==> src/rtl/rotate_seq_pkg.sv <==
// rotate_seq_pkg: shared types and constants for the rotate sequencer.
//   op_e    - command opcode (ROTL, ROTR, COPY2, REV)
//   state_e - sequencer FSM states (IDLE, RUN, DONE)
//   DEFAULT_WIDTH - default data word width
`timescale 1ns/1ps
package rotate_seq_pkg;

  localparam int DEFAULT_WIDTH = 4;

  typedef enum logic [1:0] {
    ROTL  = 2'd0,
    ROTR  = 2'd1,
    COPY2 = 2'd2,
    REV   = 2'd3
  } op_e;

  typedef enum logic [1:0] {
    IDLE = 2'd0,
    RUN  = 2'd1,
    DONE = 2'd2
  } state_e;

endpackage

==> src/rtl/rotate_step_unit.sv <==
// rotate_step_unit: combinational single-step bit-manipulation datapath.
// Ports:
//   op       in  op_e        operation to apply
//   data_in  in  WIDTH       operand
//   data_out out WIDTH       ROTL/ROTR: rotated by one position,
//                            COPY2: low half replicated, REV: bit reverse
`timescale 1ns/1ps
module rotate_step_unit
  import rotate_seq_pkg::*;
#(
  parameter int WIDTH = DEFAULT_WIDTH
) (
  input  op_e              op,
  input  logic [WIDTH-1:0] data_in,
  output logic [WIDTH-1:0] data_out
);

  logic [WIDTH-1:0] rev_data;

  // Bit reverse: bit gi takes bit WIDTH-1-gi.
  generate
    for (genvar gi = 0; gi < WIDTH; gi++) begin : g_rev
      assign rev_data[gi] = data_in[WIDTH-1-gi];
    end
  endgenerate

  always_comb begin
    data_out = data_in;
    case (op)
      ROTL:    data_out = {data_in[WIDTH-2:0], data_in[WIDTH-1]};
      ROTR:    data_out = {data_in[0], data_in[WIDTH-1:1]};
      COPY2:   data_out = {2{data_in[WIDTH/2-1:0]}};
      REV:     data_out = rev_data;
      default: data_out = data_in;
    endcase
  end

endmodule

==> src/rtl/rotate_sequencer.sv <==
// rotate_sequencer: multi-cycle controller for rotate/copy/reverse commands.
// A rotation by N is executed as N single-position steps through the shared
// rotate_step_unit; COPY2 and REV use the same unit once at accept time.
// Ports:
//   clk, rst             clock, asynchronous active-high reset
//   in_valid/in_ready    command handshake (in_op, in_amount, in_data)
//   out_valid/out_ready  result handshake (out_data)
//   busy                 high while a command is in RUN or DONE
//   done_count [15:0]    completed-result counter, present only when
//                        ROTATE_SEQ_STATS_EN is defined
// WIDTH must be even and at least 2.
`timescale 1ns/1ps
module rotate_sequencer
  import rotate_seq_pkg::*;
#(
  parameter  int WIDTH = DEFAULT_WIDTH,
  localparam int AMT_W = $clog2(WIDTH)
) (
  input  logic             clk,
  input  logic             rst,
  input  logic             in_valid,
  output logic             in_ready,
  input  logic [1:0]       in_op,
  input  logic [AMT_W-1:0] in_amount,
  input  logic [WIDTH-1:0] in_data,
  output logic             out_valid,
  input  logic             out_ready,
  output logic [WIDTH-1:0] out_data,
  output logic             busy
`ifdef ROTATE_SEQ_STATS_EN
  ,
  output logic [15:0]      done_count
`endif
);

  state_e           state_reg, state_next;
  op_e              op_reg, op_next;
  logic [WIDTH-1:0] data_reg, data_next;
  logic [AMT_W-1:0] count_reg, count_next;
  logic [WIDTH-1:0] out_data_reg;
  logic             load_out;

  op_e              step_op;
  logic [WIDTH-1:0] step_in;
  logic [WIDTH-1:0] step_out;

  // The single step unit sees the incoming command while idle and the
  // latched working word otherwise.
  rotate_step_unit #(.WIDTH(WIDTH)) u_step (
    .op       (step_op),
    .data_in  (step_in),
    .data_out (step_out)
  );

  always_comb begin
    step_op = op_reg;
    step_in = data_reg;
    if (state_reg == IDLE) begin
      step_op = op_e'(in_op);
      step_in = in_data;
    end
  end

  always_comb begin
    state_next = state_reg;
    op_next    = op_reg;
    data_next  = data_reg;
    count_next = count_reg;
    case (state_reg)
      IDLE: begin
        if (in_valid) begin
          op_next    = op_e'(in_op);
          count_next = in_amount;
          if (op_e'(in_op) == ROTL || op_e'(in_op) == ROTR) begin
            // Rotations start from the raw operand; steps happen in RUN.
            data_next  = in_data;
            state_next = (in_amount != '0) ? RUN : DONE;
          end else begin
            data_next  = step_out;
            state_next = DONE;
          end
        end
      end
      RUN: begin
        data_next  = step_out;
        count_next = count_reg - AMT_W'(1);
        if (count_reg == AMT_W'(1)) begin
          state_next = DONE;
        end
      end
      DONE: begin
        if (out_ready) begin
          state_next = IDLE;
        end
      end
      default: state_next = IDLE;
    endcase
  end

  // The visible result register only changes when a result is published,
  // so out_data holds its previous value through IDLE and RUN.
  assign load_out = (state_next == DONE) && (state_reg != DONE);

  always_ff @(posedge clk or posedge rst) begin
    if (rst) begin
      state_reg    <= IDLE;
      op_reg       <= ROTL;
      data_reg     <= '0;
      count_reg    <= '0;
      out_data_reg <= '0;
    end else begin
      state_reg <= state_next;
      op_reg    <= op_next;
      data_reg  <= data_next;
      count_reg <= count_next;
      if (load_out) begin
        out_data_reg <= data_next;
      end
    end
  end

  assign in_ready  = (state_reg == IDLE);
  assign out_valid = (state_reg == DONE);
  assign busy      = (state_reg != IDLE);
  assign out_data  = out_data_reg;

`ifdef ROTATE_SEQ_STATS_EN
  logic [15:0] done_count_reg;

  // Wraps naturally from 16'hFFFF to 0.
  always_ff @(posedge clk or posedge rst) begin
    if (rst) begin
      done_count_reg <= '0;
    end else if (out_valid && out_ready) begin
      done_count_reg <= done_count_reg + 16'd1;
    end
  end

  assign done_count = done_count_reg;
`endif

endmodule
==> config.mk <==
export PLATFORM = sky130hd
export DESIGN_NAME = rotate_sequencer
export DESIGN_NICKNAME = d
export VERILOG_FILES = /design/src/rtl/rotate_seq_pkg.sv /design/src/rtl/rotate_step_unit.sv /design/src/rtl/rotate_sequencer.sv
export SDC_FILE = /design/constraint.sdc
export NUM_CORES = 1
export LEC_CHECK = 0
export CAP_MARGIN = 10
export CORE_MARGIN = 1
export CORE_UTILIZATION = 50
export DETAILED_ROUTE_END_ITERATION = 8
export PLACE_DENSITY_LB_ADDON = 0.2
export SLEW_MARGIN = 20
export SYNTH_ARGS = -nofsm -noshare
export SYNTH_HDL_FRONTEND = slang
export SYNTH_SLANG_ARGS = --single-unit
export TNS_END_PERCENT = 30
==> constraint.sdc <==
create_clock -name clk -period 2.1 [get_ports clk]
set_input_delay 0.42 -clock clk [delete_from_list [all_inputs] [get_ports clk]]
set_output_delay 0.42 -clock clk [all_outputs]
set_load 0.05 [all_outputs]
==> results of run 1 <==
## area by class of cell
type / instances / area share (%)
multi-input cells: 87 / 43.8
flip-flops and latches: 14 / 27.5
repair buffers: 27 / 21.8
inverters: 9 / 2.65
well taps: 25 / 2.46
clock buffers: 3 / 1.77
## worst register-to-register path, delay by kind of cell, from the launching register on
family                 cells  cell delay, ps
buffers and inverters      1             260
AO/OA/AOI/OAI              3             480
flip-flops                 1             380
AND/OR/NAND/NOR            2             530
## cells in the final DEF (no fill, tap or decap), drive strengths merged, types with 2 or more instances in the layout
master,instances
a21oi,8
nor3,3
clkdlybuf4s50,15
o211ai,2
inv,9
buf,12
o21ai,13
and3,2
or3,3
clkbuf,3
a2bb2oi,4
nand2,9
a32oi,2
or2,2
mux2,2
a31oi,6
nor2,12
dfrtp,14
nor4b,3
nor2b,3
## power by group
part           switching (W)  internal (W)  total, W  leakage, nW
combinational       0.000852      0.000603   0.00146        0.357
clock              0.0000854     0.0000665  0.000152       0.0138
sequential          0.000135      0.000406  0.000541        0.166
total                0.00107       0.00108   0.00215        0.537
## cells by family (layout without fill, tap and decap cells)
kind of cell / count (synthesis) / in the layout / share of synthesized area, %
flops: 14 / 14 / 35.3
buf+inv: 17 / 39 / 8.69
fa+ha+maj: 1 / 1 / 1.26
compound gates: 43 / 43 / 28.8
simple gates: 40 / 40 / 22.3
mux: 3 / 3 / 3.65
## worst paths after layout
| path | start | to | depth (start not counted) |
|---|---|---|---|
| max in group asynchronous | rst | op_reg[1] | 2 |
| min in group clk | count_reg[1] | count_reg[1] | 2 |
| max | out_data[0] | out_data[0] | 1 |
| min | rst | out_data[2] | 2 |
| max reg2reg | state_reg[1] | out_data[2] | 6 |
| min reg2reg | count_reg[1] | count_reg[1] | 2 |
## metrics by stage
step,setup WS (ps),power [W]
global placement,30.3,0.00195
global route,191,0.00227
CTS,222,0.00214
finish,226,0.00215
floorplan,163,0.00153
detailed placement,7.82,0.00198
## per-layer routing
metal	track usage [%]	routed length (microns)
met1	36.2	1150
met2	45.0	1330
met3	6.27	193
met4	11.2	14
met5	0	0
==> summary.txt, run 1 <==
post-synth top area cell: dfrtp_1
DRC violations left: 0
clock root buffer: clkbuf_4
count of hold-fix buffers inserted at cts: 0
Reg2Reg Setup Slack: 330 ps
Slowest cell on crit path: clkdlybuf4s50_1
Fin Hold WS: 468 ps
final core utilization: 70.6%
status: finished, final reports clean
Final HPWL DP: 2.04 mm
share of layout cells above drive strength 1: 17.1%
vias per inst: 6.13
post-CTS setup buffers: 0
count leader, synth: dfrtp_1
static leakage: 0.537 nW
asr flop ratio synth: 100%
CP max stage delay: 810 ps
Final GP Congestion: 0.882
WL/cell: 16.3 microns
total CTS buffers: 3
top post-synthesis cells by area: dfrtp_1 35%, o21ai_0 5.0%, nor2_1 4.5%
most instantiated cells after synthesis: 14 x dfrtp_1, 12 x nor2_1, 10 x o21ai_0
largest net degree at the start of global routing: 19
# fillers: 154
Top Family by Delay on Critical Path: buffers and inverters
max-capacitance violation count: 0
CP required: 1680 ps
Die ar.: 2170 sq um
antenna cells: 0
CTS resizes: 0
synth warn: 0
placed instance count: 162
peak supply drop: 0.00116 V
CP endpoint kind: output pin
crit path DAT: 1450 ps
Die W: 46.6 microns
number of synthesized flops with an enable pin: 0
Congestion Overflow GR: 0
Final Cycle Share: 89.2%
Multi-input gate area: 557 sq um
Clock transition at path regs: 80 ps
global-route wire length before repair: 4.17 mm
Crit Path Class: flip-flop to output pin
CTS tree: done
syn avg cell area: 8.42 sq um
Peak Freq: 534 MHz
CTS max path bufs: 2
crit-path cells: clkdlybuf4s50_1
area share of the largest cell type after synthesis: 35.3%
clock latency on the worst-skew pair: 280 ps
core area: 1800 sq um
IO buf count: 18
setup TNS: 0 ps
area taken by flip-flops and latches: 350 sq um
RSZ-0062 raised after global routing: false
crit path time final: 1870 ps
WP buf/inv: 1
HP Class: input port to asynchronous set/reset pin
1st-iter DRT viols: 27
pwr dens: 1690 nW/um^2
Mapped Nets: 131
Slew @ Worst Pin: 530 ps
clock sink total: 14
Initial Util: 55.1%
synth-to-layout area growth: 28.1%
initial antenna violation count: 0
number of synthesized register bits: 14
ys flop type: dfrtp_1
Startpoint Class: flip-flop
detailed-route wire length: 2.69 mm
Cell variety after synth: 37
Rows: 15
DR vias: 1,011
Post-Layout Cell Count: 165
Final Setup Violations: 0
fin nets: 155
number of global-route vias before repair: 930
Routed Antenna Nets: 0
DIE HEIGHT: 46.6 microns
Max-slew headroom: 64.6%
first-pass iteration count of the detailed router: 4
synthesized area: 993 sq um
Worst Path Max Fanout: 2
Total GRT Usage: 28.1%
Finished Cell Area: 1270 sq um
placed inst area: 1250 sq um
final hold violation count: 0
Seq/Total Area, Yosys: 35.3%
Clock Skew: 3.88 ps
Top Ports: 19
Slew Viols, Final: 0
H-tree depth: 1
Syn Inst Count: 118
Note: power is estimated with default switching activity, not from simulation.
==> run 2, diff against run 1 <==
- GPL_ROUTABILITY_DRIVEN: default -> 0
- RECOVER_POWER: default -> 100
==> summary.txt, run 2 (synthesized netlist as in run 1, its figures left out) <==
Initial Util: 55.1% (unchanged)
1st-iter DRT viols: 26 (-3.7%)
number of global-route vias before repair: 954 (+2.6%)
Worst Path Max Fanout: 12 (+10)
combinational group share of total power: 64.3% (-3.4 points)
DR vias: 1,034 (+2.3%)
share of layout cells above drive strength 1: 16.2% (-0.95 points)
antenna cells: 0 (unchanged)
commonest non-fill, non-tap cells in the layout: 14 x dfrtp_1, 13 x o21ai_0, 12 x nor2_1
detailed-route wire length: 2.62 mm (-2.5%)
placed inst area: 1260 sq um (+0.60%)
IO buf count: 18 (unchanged)
worst reg2reg path depth: 6 (unchanged)
Routed Antenna Nets: 0 (unchanged)
Final HPWL DP: 2.02 mm (-1.2%)
post-CTS setup buffers: 0 (unchanged)
Congestion Overflow GR: 0 (unchanged)
# fillers: 148 (-3.9%)
Pwr Total: 0.00205 W (-4.4%)
CTS tree: done
DRC violations left: 0 (unchanged)
Finished Cell Area: 1250 sq um (-1.4%)
Startpoint Class: flip-flop
count of hold-fix buffers inserted at cts: 0 (unchanged)
Clock transition at path regs: 90 ps (about the same)
RSZ-0062 raised after global routing: false
Rows: 15 (unchanged)
Cell Int Power: 0.00101 W (-5.9%)
max-capacitance violation count: 0 (unchanged)
final hold violation count: 0 (unchanged)
Die ar.: 2170 sq um (unchanged)
Max-slew headroom: 59.7% (-4.9 points)
synth-to-layout area growth: 26.3%
clock root buffer: clkbuf_4
commonest non-fill, non-tap cell in the layout: dfrtp_1
total CTS buffers: 3 (unchanged)
CTS max path bufs: 2 (unchanged)
Slew @ Worst Pin: 607 ps (+76.1 ps)
crit path time final: 1950 ps (+80.2 ps)
HP Class: flip-flop to flip-flop
static leakage: 0.527 nW (-1.9%)
Final Cycle Share: 93.0% (+3.8 points)
CP required: 1680 ps (about the same)
Crit Path Class: flip-flop to output pin
pwr dens: 1640 nW/um^2 (-3.0%)
fin nets: 156 (+0.65%)
largest net degree at the start of global routing: 19 (unchanged)
clock sink total: 14 (unchanged)
Slew Viols, Final: 0 (unchanged)
first-pass iteration count of the detailed router: 4 (unchanged)
WL/cell: 15.7 microns (-3.6%)
Psw: 0.00104 W (-2.8%)
global-route wire length before repair: 4.31 mm (+3.3%)
peak supply drop: 0.000967 V (-17%)
sw frac: 50.7% (+0.81 points)
Top Ports: 19 (unchanged)
Flop pwr share: 26.3% (+1.1 points)
setup TNS: 0 ps (unchanged)
DIE HEIGHT: 46.6 microns (unchanged)
crit path DAT: 1530 ps (+80 ps)
clock share of power: 9.4% (+2.3 points)
Die W: 46.6 microns (unchanged)
initial antenna violation count: 0 (unchanged)
CP endpoint kind: output pin
Peak Freq: 512 MHz (-4.1%)
clock latency on the worst-skew pair: 280 ps (about the same)
CTS resizes: 0 (unchanged)
Total GRT Usage: 28.1% (+0.046 points)
Fin Hold WS: 512 ps (+43.7 ps)
vias per inst: 6.19 (+1.1%)
core area: 1800 sq um (unchanged)
Clock Skew: 3.56 ps (-0.316 ps)
status: finished, final reports clean
worst hold path stage count: 1
H-tree depth: 1 (unchanged)
Final Setup Violations: 0 (unchanged)
final core utilization: 69.7% (-0.97 points)
run 2: changes by cell type in the layout (fill, tap and decap cells not counted), moves of 2 or more:
cell / before / now
buf_12: 3 / 1
clkbuf_1: 0 / 3
clkdlybuf4s50_1: 15 / 9
dlygate4sd3_1: 0 / 6
o21ai_0: 10 / 13
o21ai_1: 3 / 0
run 2: worst paths after layout:
check,to,start,slack (ps)
max,in_ready,state_reg[1],150
min,out_data[1],out_data[1],510
max reg2reg,out_data[2],state_reg[1],250
min reg2reg,out_data[1],out_data[1],510
max in group asynchronous,out_data[0],rst,1140
min in group asynchronous,out_data[1],rst,610
run 2: final cells by class:
cell class	instances	area, sq um	area share, %
multi-input cells	87	557	44.4
flip-flops and latches	14	350	27.9
repair buffers	28	246	19.6
clock buffers	4	36.3	2.89
inverters	9	33.8	2.69
well taps	25	31.3	2.49
run 2: metal layers:
metal	routed length, microns	up-vias	global-route usage (%)
met5	0	-	0
met4	12	0	10.6
met3	151	2	3.14
met2	1320	42	45.3
met1	1140	506	38.3
li1	-	484	-
run 2: power groups by stage:
stage                     Clock (W)  Combinational (W)  Sequential (W)
after detailed placement          0            0.00144        0.000541
after global routing       0.000212            0.00143        0.000556
final                      0.000193            0.00132        0.000540
after global placement            0            0.00141        0.000534
after CTS                  0.000206            0.00145        0.000538
after floorplan                   0           0.000915        0.000619
run 2: critical path, stage by stage (launching register included):
cell and delay (ps):
dfrtp_1 390, or2_4 320, inv_1 220, clkbuf_2 330
run 2: stage by stage:
step / instances / setup WS, ps
finish: 167 / 146
global route: 167 / 77.5
CTS: 167 / 198
detailed placement: 163 / 33.5
global placement: 163 / 39.3
floorplan: 118 / 163
